--- config.mk ---
export PLATFORM = sky130hd
export DESIGN_NAME = rect_dispatch
export DESIGN_NICKNAME = d
export VERILOG_FILES = /design/src/rtl/rect_dispatch.sv
export SDC_FILE = /design/constraint.sdc
export NUM_CORES = 1
export LEC_CHECK = 0
export BUFFER_PORTS_ARGS = -buffer_cell sky130_fd_sc_hd__buf_2
export CORE_UTILIZATION = 50
export CTS_CLUSTER_DIAMETER = 60
export DETAILED_ROUTE_END_ITERATION = 8
export PLACE_DENSITY = 0.68
export SYNTH_ARGS = -nofsm -noshare
export SYNTH_HDL_FRONTEND = slang
export SYNTH_SLANG_ARGS = --single-unit
--- constraint.sdc ---
create_clock -name clk -period 6 [get_ports clk]
set_input_delay 0.9 -clock clk [delete_from_list [all_inputs] [get_ports clk]]
set_output_delay 0.9 -clock clk [all_outputs]
set_load 0.01 [all_outputs]
--- src/rtl/rect_dispatch.sv ---
// Rectangle command sequencer: queues draw commands, clips them to 320x240,
// drops degenerate ones and hands them to render_rect one at a time.
module rect_dispatch #(
    parameter int DEPTH   = 8,
    parameter int TIMEOUT = 131072
) (
    input  logic                     clk,
    input  logic                     reset,
    input  logic                     cmd_valid,
    output logic                     cmd_ready,
    input  logic [8:0]               cmd_x,
    input  logic [7:0]               cmd_y,
    input  logic [8:0]               cmd_w,
    input  logic [7:0]               cmd_h,
    input  logic [2:0]               cmd_back,
    input  logic                     cmd_border,
    input  logic [2:0]               cmd_border_color,
    output logic                     enable,
    output logic [8:0]               origin_x,
    output logic [7:0]               origin_y,
    output logic [8:0]               width,
    output logic [7:0]               height,
    output logic [2:0]               back_color,
    output logic                     border,
    output logic [2:0]               border_color,
    input  logic                     done,
    output logic                     busy,
    output logic [$clog2(DEPTH):0]   fifo_count,
    output logic [15:0]              drawn_count,
    output logic [15:0]              discard_count,
    output logic                     timeout_err
);

    localparam int AW  = $clog2(DEPTH);
    localparam int CW  = AW + 1;
    localparam int WDW = $clog2(TIMEOUT) + 1;

    typedef struct packed {
        logic [8:0] x;
        logic [7:0] y;
        logic [8:0] w;
        logic [7:0] h;
        logic [2:0] back;
        logic       border;
        logic [2:0] border_color;
    } cmd_t;

    typedef enum logic [2:0] {
        IDLE,
        FETCH,
        ARM,
        DRAW,
        RELEASE
    } state_t;

    cmd_t            mem [DEPTH];
    cmd_t            cmd_in;
    cmd_t            head_reg;
    logic [AW-1:0]   wr_ptr_reg;
    logic [AW-1:0]   rd_ptr_reg;
    logic [CW-1:0]   count_reg;
    state_t          state_reg;
    state_t          state_next;
    logic [WDW-1:0]  wd_reg;

    logic            push;
    logic            pop;
    logic            degenerate;
    logic            wd_expired;
    logic [8:0]      room_x;
    logic [7:0]      room_y;
    logic [8:0]      clip_w;
    logic [7:0]      clip_h;

    assign cmd_in = '{x: cmd_x, y: cmd_y, w: cmd_w, h: cmd_h, back: cmd_back,
                      border: cmd_border, border_color: cmd_border_color};

    // A full FIFO refuses writes even while popping, keeping ready free of the pop path.
    assign cmd_ready  = !reset && (count_reg != CW'(DEPTH));
    assign push       = cmd_valid && cmd_ready;
    assign pop        = (state_reg == FETCH);
    assign fifo_count = count_reg;
    assign enable     = (state_reg == ARM) || (state_reg == DRAW);
    assign busy       = (state_reg != IDLE) || (count_reg != '0);
    assign wd_expired = (wd_reg == WDW'(TIMEOUT - 1));

    // The head entry is registered while IDLE, so FETCH evaluates a stable copy.
    always_ff @(posedge clk) begin
        if (push) begin
            mem[wr_ptr_reg] <= cmd_in;
        end
        head_reg <= mem[rd_ptr_reg];
    end

    assign degenerate = (head_reg.x >= 9'd320) || (head_reg.y >= 8'd240) ||
                        (head_reg.w == '0) || (head_reg.h == '0);

    // Remaining room is at most 320/240 once the origin is on screen, so truncation is safe.
    assign room_x = 9'(10'd320 - {1'b0, head_reg.x});
    assign room_y = 8'(10'd240 - {2'b0, head_reg.y});
    assign clip_w = (head_reg.w < room_x) ? head_reg.w : room_x;
    assign clip_h = (head_reg.h < room_y) ? head_reg.h : room_y;

    always_comb begin
        state_next = state_reg;
        case (state_reg)
            IDLE:    if (count_reg != '0) state_next = FETCH;
            FETCH:   state_next = degenerate ? IDLE : ARM;
            ARM:     state_next = DRAW;
            DRAW:    if (done || wd_expired) state_next = RELEASE;
            RELEASE: state_next = IDLE;
            default: state_next = IDLE;
        endcase
    end

    always_ff @(posedge clk) begin
        if (reset) begin
            state_reg  <= IDLE;
            wr_ptr_reg <= '0;
            rd_ptr_reg <= '0;
            count_reg  <= '0;
        end else begin
            state_reg <= state_next;
            if (push) wr_ptr_reg <= wr_ptr_reg + AW'(1);
            if (pop)  rd_ptr_reg <= rd_ptr_reg + AW'(1);
            case ({push, pop})
                2'b10:   count_reg <= count_reg + CW'(1);
                2'b01:   count_reg <= count_reg - CW'(1);
                default: count_reg <= count_reg;
            endcase
        end
    end

    always_ff @(posedge clk) begin
        if (reset) begin
            origin_x      <= '0;
            origin_y      <= '0;
            width         <= '0;
            height        <= '0;
            back_color    <= '0;
            border        <= 1'b0;
            border_color  <= '0;
            drawn_count   <= '0;
            discard_count <= '0;
            timeout_err   <= 1'b0;
            wd_reg        <= '0;
        end else begin
            if (state_reg == FETCH) begin
                if (degenerate) begin
                    discard_count <= discard_count + 16'd1;
                end else begin
                    origin_x     <= head_reg.x;
                    origin_y     <= head_reg.y;
                    width        <= clip_w;
                    height       <= clip_h;
                    back_color   <= head_reg.back;
                    border       <= head_reg.border;
                    border_color <= head_reg.border_color;
                end
            end
            // done wins over a watchdog expiry landing on the same edge.
            if (state_reg == DRAW) begin
                wd_reg <= wd_reg + WDW'(1);
                if (done) begin
                    drawn_count <= drawn_count + 16'd1;
                end else if (wd_expired) begin
                    timeout_err <= 1'b1;
                end
            end
            if (state_reg == RELEASE) begin
                wd_reg <= '0;
            end
        end
    end

endmodule

==> impl_metrics.toml <==
[drt]
ant_nets = 0
vias_per_cell = 5.58
drt_iter0_markers = 580
drtPass1Iterations = 5
vias = 9863
drc = 0
finalWirelength_um = 36300
drt-wirelength-per-cell_um = 20.5

[layout]
largest_reg_flops = 328
drive_gt1_share_pct = 27.6
layout.nets = 1338
final_cells = 1769
area_delta_synth_final_pct = 15.0

[logic_synthesis]
syn-cell-area_mm2 = 0.0184
yosysSeqAreaShare_pct = 69.3
ys.flop_type = "edfxtp_1"
synthMostInstantiatedCell = "edfxtp_1"
syn_area_per_cell_um2 = 16.4
synthArstFlopShare_pct = 0
ys_ff_latch = 474
synth_nets = 1193
synth_cell_type_count = 55
synth_largest_area_cell = "edfxtp_1"
synth.area.top_cells = "edfxtp_1 (53%), dfxtp_1 (16%), mux4_2 (10%), mux2_2 (2.5%), mux2i_1 (2.3%)"
yosys_warnings = 0
synth_top_area_share_pct = 53.4
synth_commonest_cells = "edfxtp_1 (328), dfxtp_1 (146), nor2_1 (112), mux4_2 (82), mux2i_1 (43)"
synth_edf_count = 328
synth_cells = 1122

[floorplanning]
core_mm2 = 0.0359
start_util_pct = 51.3
die_h_um = 194
ios = 126
die-area_mm2 = 0.0376
rows = 69
die_w_um = 194

[setup_path]
crit_fanout = 43
worstSetupPathType = "reg2reg"
startpoint_type = "flop"
required_ps = 6410
endpoint_kind = "flop"
worstPathArrival_ps = 3770

[power_and_ir_drop]
power_leakage_uw = 0.00731
peakVddDrop_uv = 256
p_per_area_mw_per_mm2 = 404

[job]
timing.max_cap.violations = 0

[clock_tree]
clkSinkCount = 474
clock_tree.root_cell = "clkbuf_16"
cts_resized = 0
hold_buffers = 0
cts_tree = "built"
clock_path_buffers = 3
clock_latency_ps = 560
postCtsSetupBuffers = 0
cts_htree_levels = 2
cts_buffers = 48
clk_pin_slew_ps = 60

[sta]
max_freq_mhz = 297
fin_ws_ps = 2640
tightest_slew_ps = 1030
relSlewSlack_pct = 31.5
final-setup-viol-count = 0
fin_crit_sh_pct = 56.1
skew_ps = 23.3
rsz0062_at_grt = "no"
hold_viol = 0
layout_min_cycle_time_ps = 3360
fin_tns_setup_ps = 0
drv_slew = 0

[placed_design]
dp_hpwl_um = 21600
gp_congestion = 0.808
port_buffers = 125
dp_worst_setup_slack_ps = 2130
dp_cells = 1678

[grt]
grt_pass1_wl_um = 56100
antenna_found_initial = 2
grt_pass1_vias = 9816
globalRouteOverflowTotal = 0
grt_usage_pct = 19.5
grt_max_degree = 88

[status]
status = "complete, no violations"

[worst_hold_path]
hp-class = "reg2reg"
[worst paths after layout]
check                                   from            end  slack (ps)  cells after the start
worst max-delay path            head_reg[32]    origin_y[7]        2640                      9
worst max register to register  head_reg[32]    origin_y[7]        2640                      9
worst min register to register   head_reg[6]  back_color[2]         470                      2
worst min-delay path             head_reg[6]  back_color[2]         470                      2
[stage by stage]
step	hold slack [ps]	instance area [µm²]	total power (µW)	util (%)
2_1_floorplan	440	18400	5240	-
3_3_place_gp	451	19600	5680	54.6
3_5_place_dp	456	19600	5710	54.6
4_1_cts	475	21200	8660	59.0
5_1_grt	490	21200	8950	59.0
6_report	470	21200	8570	59.0
[routing by layer]
layer	global-route usage (%)	share of wire, %	up-vias
met2	32.4	48	236
met3	3.86	5.5	47
met5	0	0	-
li1	-	-	4618
met4	4.91	1.6	0
met1	26.6	45	4962
[layout by cell type, fill, tap and decap left out, drive strengths merged, types with 15 or more instances in the layout]
cell type and count:
nor2 112, clkinv 18, mux4 82, mux2 43, ha 25, a21oi 29, clkbuf 62, inv 30
xor2 27, nand4 15, edfxtp 328, nand3 19, xnor2 27, dfxtp 146, mux2i 43, buf 140
nand2 37
[report_power, final]
part | switching (µW) | internal [µW] | leakage [µW]
Sequential | 253 | 3730 | 0.00416
Clock | 1200 | 1750 | 0.000766
Combinational | 841 | 800 | 0.00238
[cell type report]
type                       instances  area (µm²)
fill                            2748       14700
sequential                       474       12800
multi-input combinational        574        5410
clock buffer                      62        1300
timing repair buffer             140         741
tap                              461         577
clock inverter                    27         273
inverter                          29         109
antenna                            2        5.00
[cells by family after synthesis]
family / Yosys count / share of synthesized area, %
adders and majority gates: 26 / 1.80
buffers and inverters: 74 / 1.70
muxes: 168 / 15.0
xor gates and xnor gates: 54 / 2.57
DFF: 474 / 69.3
AOI/OAI and AO/OA: 88 / 3.66
and+or+nand+nor: 238 / 6.01
[critical path, cell delays in order, from the launching register on]
cell and delay (ps):
dfxtp_1 490, inv_1 100, ha_1 240, nor2b_1 170, nand2_2 100, o31a_1 640
and3_2 500, buf_4 590, mux2i_1 290, nor2_1 60
Note: power is estimated with default switching activity, not from simulation.
